[src/rtl/fade_pkg.sv]
// Shared types and helpers for the fade engine: ramp modes and the per-channel
// phase offset used at reset and on restart.
package fade_pkg;

  typedef enum logic [1:0] {
    TRIANGLE = 2'd0,
    SAWTOOTH = 2'd1,
    HOLD     = 2'd2
  } mode_e;

  // Channels are spread evenly over the full 2*steps phase circle.
  function automatic int unsigned phase_offset(input int unsigned k,
                                               input int unsigned steps,
                                               input int unsigned channels);
    return k * ((2 * steps) / channels);
  endfunction

endpackage

[src/rtl/fade_tick_gen.sv]
// Programmable tick divider: one tick every div+1 enabled cycles, restartable
// through clear. The >= compare keeps it live when div drops below the count.
module fade_tick_gen
  import fade_pkg::*;
#(
  parameter int DIV_WIDTH = 8
) (
  input  logic                 clk,
  input  logic                 reset,
  input  logic                 enable,
  input  logic                 clear,
  input  logic [DIV_WIDTH-1:0] div,
  output logic                 tick
);

  logic [DIV_WIDTH-1:0] count_q;
  logic [DIV_WIDTH-1:0] count_d;

  always_comb begin
    tick    = enable && !clear && (count_q >= div);
    count_d = count_q;
    if (clear) begin
      count_d = '0;
    end else if (tick) begin
      count_d = '0;
    end else if (enable) begin
      count_d = count_q + DIV_WIDTH'(1);
    end
  end

  always_ff @(posedge clk) begin
    if (reset) begin
      count_q <= '0;
    end else begin
      count_q <= count_d;
    end
  end

endmodule

[src/rtl/fade_engine.sv]
// Multi-channel brightness fader: phase-offset channels ramp in triangle or
// sawtooth shape on divided ticks, with hold, restart and a channel-0 wrap pulse.
module fade_engine
  import fade_pkg::*;
#(
  parameter int CHANNELS  = 4,
  parameter int WIDTH     = 16,
  parameter int STEPS     = 1024,
  parameter int DIV_WIDTH = 8
) (
  input  logic                      clk,
  input  logic                      reset,
  input  logic                      enable,
  input  logic                      restart,
  input  logic [1:0]                mode,
  input  logic [DIV_WIDTH-1:0]      div,
  output logic [CHANNELS*WIDTH-1:0] brightness,
  output logic                      wrap
);

  localparam int PW = $clog2(STEPS) + 1;
  localparam logic [PW-1:0] PHASE_LAST = PW'(2 * STEPS - 1);

  function automatic logic [WIDTH-1:0] tri_map(input logic [PW-1:0] p);
    logic [PW-1:0] r;
    // 2*STEPS is 2**PW, so the mirrored half is simply the PW-bit negation.
    if (p <= PW'(STEPS)) begin
      r = p;
    end else begin
      r = PW'(~p + PW'(1));
    end
    return WIDTH'(r);
  endfunction

  function automatic logic [WIDTH-1:0] saw_map(input logic [PW-1:0] p);
    return WIDTH'({1'b0, p[PW-2:0]});
  endfunction

  // HOLD only freezes updates; any recompute while holding uses triangle shape.
  function automatic logic [WIDTH-1:0] map_phase(input logic [PW-1:0] p, input mode_e m);
    return (m == SAWTOOTH) ? saw_map(p) : tri_map(p);
  endfunction

  mode_e         mode_in;
  mode_e         mode_q;
  mode_e         mode_d;
  logic          tick;
  logic          advance;
  logic          wrap_q;
  logic          wrap_d;
  logic [PW-1:0] phase0;

  fade_tick_gen #(
    .DIV_WIDTH(DIV_WIDTH)
  ) u_tick_gen (
    .clk   (clk),
    .reset (reset),
    .enable(enable),
    .clear (restart),
    .div   (div),
    .tick  (tick)
  );

  always_comb begin
    mode_in = (mode == 2'd3) ? HOLD : mode_e'(mode);
    advance = tick && (mode_in != HOLD);
    mode_d  = mode_q;
    if (tick) begin
      mode_d = mode_in;
    end
    wrap_d = advance && (phase0 == PHASE_LAST);
  end

  always_ff @(posedge clk) begin
    if (reset) begin
      mode_q <= TRIANGLE;
      wrap_q <= 1'b0;
    end else begin
      mode_q <= mode_d;
      wrap_q <= wrap_d;
    end
  end

  assign wrap = wrap_q;

  for (genvar k = 0; k < CHANNELS; k++) begin : g_ch
    localparam logic [PW-1:0] OFFSET = PW'(phase_offset(k, STEPS, CHANNELS));

    logic [PW-1:0]    phase_q;
    logic [PW-1:0]    phase_d;
    logic [WIDTH-1:0] bright_q;
    logic [WIDTH-1:0] bright_d;

    // Brightness is mapped from the next phase so it never lags the phase register.
    always_comb begin
      phase_d  = phase_q;
      bright_d = bright_q;
      if (restart) begin
        phase_d  = OFFSET;
        bright_d = map_phase(OFFSET, mode_q);
      end else if (advance) begin
        phase_d  = phase_q + PW'(1);
        bright_d = map_phase(phase_d, mode_in);
      end
    end

    always_ff @(posedge clk) begin
      if (reset) begin
        phase_q  <= OFFSET;
        bright_q <= tri_map(OFFSET);
      end else begin
        phase_q  <= phase_d;
        bright_q <= bright_d;
      end
    end

    assign brightness[k*WIDTH +: WIDTH] = bright_q;

    if (k == 0) begin : g_phase0
      assign phase0 = phase_q;
    end
  end

endmodule

[config.mk]
export PLATFORM = sky130hd
export DESIGN_NAME = fade_engine
export DESIGN_NICKNAME = d
export VERILOG_FILES = /design/src/rtl/fade_pkg.sv /design/src/rtl/fade_tick_gen.sv /design/src/rtl/fade_engine.sv
export SDC_FILE = /design/constraint.sdc
export NUM_CORES = 1
export LEC_CHECK = 0
export CAP_MARGIN = 5
export CORE_MARGIN = 1
export CORE_UTILIZATION = 55
export DETAILED_ROUTE_END_ITERATION = 8
export GPL_TIMING_DRIVEN = 0
export PLACE_DENSITY = 0.79
export REMOVE_ABC_BUFFERS = 1
export SLEW_MARGIN = 20
export SYNTH_ARGS = -nofsm -noshare
export SYNTH_HDL_FRONTEND = slang
export SYNTH_HIERARCHICAL = 1
export SYNTH_SLANG_ARGS = --single-unit
[constraint.sdc]
create_clock -name clk -period 4.5 [get_ports clk]
set_input_delay 0.45 -clock clk [delete_from_list [all_inputs] [get_ports clk]]
set_output_delay 0.45 -clock clk [all_outputs]
set_load 0.05 [all_outputs]
**Word level (Yosys, flattened, before mapping)**

Cells that the tools add are included.

- Magnitude comparators: 5
- Reductions and logical operators: 8
- Add/subtract/negate cells: 9
- Equality and inequality tests: 5
- Bitwise logic cells: 4
- Muxes and demuxes: 12

Operators with widths:

| kind | number |
|---|---|
| two-way mux 11 bit | 9 |
| adder 11 x 1 -> 11 bit, second input constant | 8 |
| <= comparator 11 bit, second input constant | 4 |
| NOT 11 bit | 4 |
| two-way mux 16 bit | 2 |
| equality test 11 bit, second input constant | 1 |
| adder 8 x 1 -> 8 bit, second input constant | 1 |
| greater-or-equal comparator 8 bit | 1 |
| equality test 2 x 1 -> 1 bit, second input constant | 2 |
| logical AND 1 bit | 4 |
| OR reduction 3 bit | 1 |
| equality test 2 bit, second input constant | 1 |
| two-way mux 2 bit | 1 |
| != test 2 bit, second input constant | 1 |
| nonzero test 2 bit | 1 |
| OR reduction 2 bit | 1 |
| logical NOT 1 bit | 1 |

- Logic and storage cells: 54
- Output and inout bits: 65
- Input bits: 14
- Bits in registers: 119

**Logic depth before layout (Yosys ltp)**

- Depth after elaboration: 7
- Gate-level depth with buffers: 11
- Depth with buffers taken out: 11

**Modules after synthesis**

The synthesis kept the hierarchy.

Modules (own cells, without submodules):

| module | seq. area each (um^2) | area each (um^2) | instances | cells an instance |
|---|---|---|---|---|
| fade_engine | 1821.7 | 5611.6 | 1 | 715 |
| fade_tick_gen | 160.2 | 626.9 | 1 | 62 |

**Least setup slack after synthesis**

OpenSTA, ideal clock, no wires.

- Path type: input-to-reg
- From: input div[7]
- To: register g_ch[1].bright_q[5]
- Buffers on the path: 1
- Slack: 1611 ps
- Stages: 10
- Library setup time: 63 ps
- Arrival time: 2826 ps
- Required time: 4437 ps
- Cell sequence: inv_1 > ha_1 > and3_4 > o2111ai_1 > o2bb2ai_4 > nor2b_1 > clkbuf_1 > nand2_1 > or4b_2 > nand3_1

- Cells in the longest elaborated chain, start to end: 3

RTL lines:

| item | line | source |
|---|---|---|
| from (decl) | fade_engine.sv:16 | `input logic [DIV_WIDTH-1:0] div,` |
| greater-or-equal comparator 8 bit | fade_tick_gen.sv:20 | `tick = enable && !clear && (count_q >= div);` |
| logical AND 1 bit | fade_tick_gen.sv:20 |  |
| net tick | fade_engine.sv:47 | `logic tick;` |
| logical AND 1 bit | fade_engine.sv:66 | `advance = tick && (mode_in != HOLD);` |
| to (signal assigned) | fade_engine.sv:110 | `bright_q <= tri_map(OFFSET);` |
| to (signal assigned) | fade_engine.sv:113 | `bright_q <= bright_d;` |
| to (decl) | fade_engine.sv:91 | `logic [WIDTH-1:0] bright_q;` |

The timed path passes the listed nets, and every way through them passes these cells.
A chain may end at the register's enable or synchronous reset.

**Final worst setup path**

- From: input restart
- To: register g_ch[1].bright_q[5]

- Cells in the longest elaborated chain, start to end: 4
- Elaborated cells on any way between the ends: 5
- Those cells by class: reduce/logical (5)

RTL lines:

| item | line | source |
|---|---|---|
| from (decl) | fade_engine.sv:14 | `input logic restart,` |
| logical NOT 1 bit | fade_tick_gen.sv:20 |  |
| logical AND 1 bit (2 in series) | fade_tick_gen.sv:20 |  |
| net tick | fade_engine.sv:47 |  |
| logical AND 1 bit | fade_engine.sv:66 |  |

The timed path passes the listed nets, and every way through them passes these cells.

==> key figures <==
Run status
  • Status: complete, no violations

Clock tree
  • CTS tree: yes
  • Worst-path clk slew: 0.07 ns
  • Hold Buf Count CTS: 0
  • Clk Latency, worst-skew pair: 0.35 ns
  • CTS Buffer Depth: 2
  • Clk root buf: clkbuf_16
  • Cts repair resizes: 0
  • CTS sink count: 99
  • TritonCTS Buffers: 9
  • Htree depth: 3
  • Post-CTS Setup Repair Bufs: 0

Worst setup path
  • CP Max Fanout: 28
  • Worst R2R Path Depth: 9
  • CP Class: in -> reg
  • Worst r2r src: u_tick_gen/count_q[5]$_SDFFE_PP0P_
  • Worst Path Required: 4.79 ns
  • RR Endpoint: g_ch[1].bright_q[5]$_SDFFE_PP0P_
  • Setup slack, reg-to-reg: 0.66 ns
  • Startpoint Class: primary input
  • CP Capture Type: flip-flop
  • Worst EP arrival: 4.51 ns

Synthesis
  • Post-Synthesis Cell Area: 6240 um2
  • Post-synth ARST share: 0
  • Synth area leaders: dfxtp_1 32%, xnor2_1 6.9%, xor2_1 5.1%
  • Top-count cell post-synth: dfxtp_1
  • Cells after Synth: 777
  • Simple-Gate Fraction of Synth Area: 0.266
  • Ys flop type: dfxtp_1
  • Area leader, netlist: dfxtp_1
  • Mean Syn Cell Area: 8.03 um2
  • Synth top cells by count: 99 x dfxtp_1, 73 x nor2_1, 71 x nand2_1
  • Cell variety after synth: 73
  • Area fraction in compound gates after synthesis: 0.170
  • Mux share of post-synthesis cell area: 0.0150
  • Synth warn: 6
  • Synth top area share: 0.318
  • Post-synthesis adder-cell area fraction: 0.0261
  • EDFF count, synth: 0
  • Main combinational cell family by area after synthesis: simple AND/OR/NAND/NOR gates
  • Flops & latches, synth: 99
  • Xor/xnor share of the synthesized area: 0.119
  • Sequential area share after synthesis: 0.318

Die
  • Die Area: 11800 um2
  • Die Ht: 109 um
  • Die W: 109 um
  • Cell Rows: 38
  • Ports: 79
  • Core area: 10900 um2
  • Starting Density: 0.570

Drt
  • Final WL: 14.7 mm
  • DR iter-0 viols: 264
  • Routed length per instance: 15.8 um
  • ANT nets after route: 0
  • 1st-pass router iterations: 5
  • Vias: 5531
  • Vias/cell: 5.95
  • DRC errors left: 0

STA
  • Post-route worst setup slack: 0.276 ns
  • Worst slew pin tran: 0.879 ns
  • Setup Viol. Count Final: 0
  • Fin crit share: 0.939
  • Post-Route Skew: 0.00623 ns
  • Final max-slew violation count: 0
  • RSZ-0062 raised after global routing: no
  • Max-slew headroom: 0.411
  • Tmin final: 4.22 ns
  • Hold Vio Cnt, Final: 0
  • Fmax: 237 MHz

Finish
  • Inserted Diodes: 0
  • Share of layout cells above drive strength 1: 0.0608
  • Area of the multi-input gates: 3830 um2
  • Filler instances: 965
  • Area growth syn-to-layout: 12.7%
  • Final net count: 812
  • Register Area: 1980 um2

Global route
  • Total Routing Usage GR: 0.257
  • Vias in the first global route: 5151
  • Overflow after GRT: 0
  • Initial antenna violation count: 0
  • Largest net degree at the start of global routing: 55
  • First-pass GRT wire length: 24.3 mm

Place
  • Post-place setup slack: -0.193 ns
  • IO buf count: 58
  • Gp weighted congestion: 0.853
  • Post-DP HPWL: 9.68 mm

Power and ir drop
  • Power Total: 1.88 mW
  • Peak VDD IR: 218 uV
  • LEAKAGE: 2.45 nW
  • Pwr dens: 267 nW/um2

Worst hold path
  • Hold Crit Class: reg -> reg
  • Worst Hold Path EP: g_ch[3].bright_q[10]$_SDFFE_PP0P_
  • Hold Path Origin: g_ch[3].bright_q[10]$_SDFFE_PP0P_
  • Worst hold stages: 2

Run
  • Max cap viols: 0
==> cell families after synthesis <==
group / count (synthesis)
AND/OR/NAND/NOR: 312
AO/OA/AOI/OAI: 158
buffers and inverters: 100
flip-flops: 99
XOR/XNOR: 85
adder cells (fa/ha/maj): 13
multiplexers: 9
other: 1
==> worst max-delay path by stage <==
stage	end	cells past startpoint	start	slack, ns
after floorplan	g_ch[1].bright_q[5]$_SDFFE_PP0P_	9	div[7]	-0.53
after global placement	g_ch[1].bright_q[5]$_SDFFE_PP0P_	8	restart	-3.26
after detailed placement	g_ch[1].bright_q[5]$_SDFFE_PP0P_	9	restart	-0.19
after CTS	g_ch[1].bright_q[5]$_SDFFE_PP0P_	9	restart	0.16
after global routing	g_ch[1].bright_q[5]$_SDFFE_PP0P_	9	restart	0.11
final	g_ch[1].bright_q[5]$_SDFFE_PP0P_	9	restart	0.28
==> stage by stage <==
stage | instances | util | setup TNS [ns] | cell area [um2] | hold slack, ns
detailed placement | 913 | 0.610 | -0.223 | 6670 | 0.448
global placement | 911 | 0.603 | -130.23 | 6600 | 0.439
floorplan | 713 | - | -3.69 | 5840 | 0.460
global route | 930 | 0.643 | 0 | 7030 | 0.466
CTS | 929 | 0.642 | 0 | 7020 | 0.457
finish | 930 | 0.643 | 0 | 7030 | 0.452
==> layer usage <==
layer | share of wire | vias up | GRT usage | routed length, um
met3 | 0.058 | 23 | 0.0362 | 853
met2 | 0.47 | 177 | 0.418 | 6930
met5 | 0 | - | 0 | 0
li1 | - | 2713 | - | -
met4 | 0.016 | 0 | 0.0965 | 233
met1 | 0.45 | 2618 | 0.344 | 6650
==> critical path, cell delays in order <==
cell and delay, ns:
clkdlybuf4s50_1 0.72, and2b_2 0.39, o2111ai_1 0.17, o2bb2ai_4 0.49, nor2b_4 0.56, buf_16 0.24, nand2_1 0.53, or4b_2 0.85
nand3_1 0.10
==> layout by cell type (no fill, tap or decap), drive strengths merged, types with 8 or more instances in the layout <==
cell type / n
conb: 20
mux2i: 9
o21ai: 43
a21oi: 39
clkdlybuf4s50: 58
inv: 17
dfxtp: 99
nand4: 22
clkbuf: 11
nand3: 33
or3: 20
xnor2: 49
nor4: 14
o31ai: 11
and3: 18
nor2: 73
nand2: 71
and2: 8
a31oi: 9
ha: 13
xor2: 36
nor3: 18
a211oi: 8
==> report_power, final <==
group          switching [mW]  internal, mW
Clock                   0.337         0.557
Combinational          0.0781        0.0248
Sequential            0.00105         0.877
Total                   0.416          1.46
==> state kept, by name (all words and copies together), names as in the netlist <==
register	cells
g_ch.bright_q	44
g_ch.phase_q	44
u_tick_gen/count_q	8
mode_q	2
wrap	1
==> cell type report <==
class	instances	area share
tap	140	0.0249
clock inverter	5	0.0142
sequential	99	0.282
inverter	17	0.00907
clock buffer	11	0.0345
timing repair buffer	60	0.0904
multi-input combinational	598	0.545
Note: power is estimated with default switching activity, not from simulation.
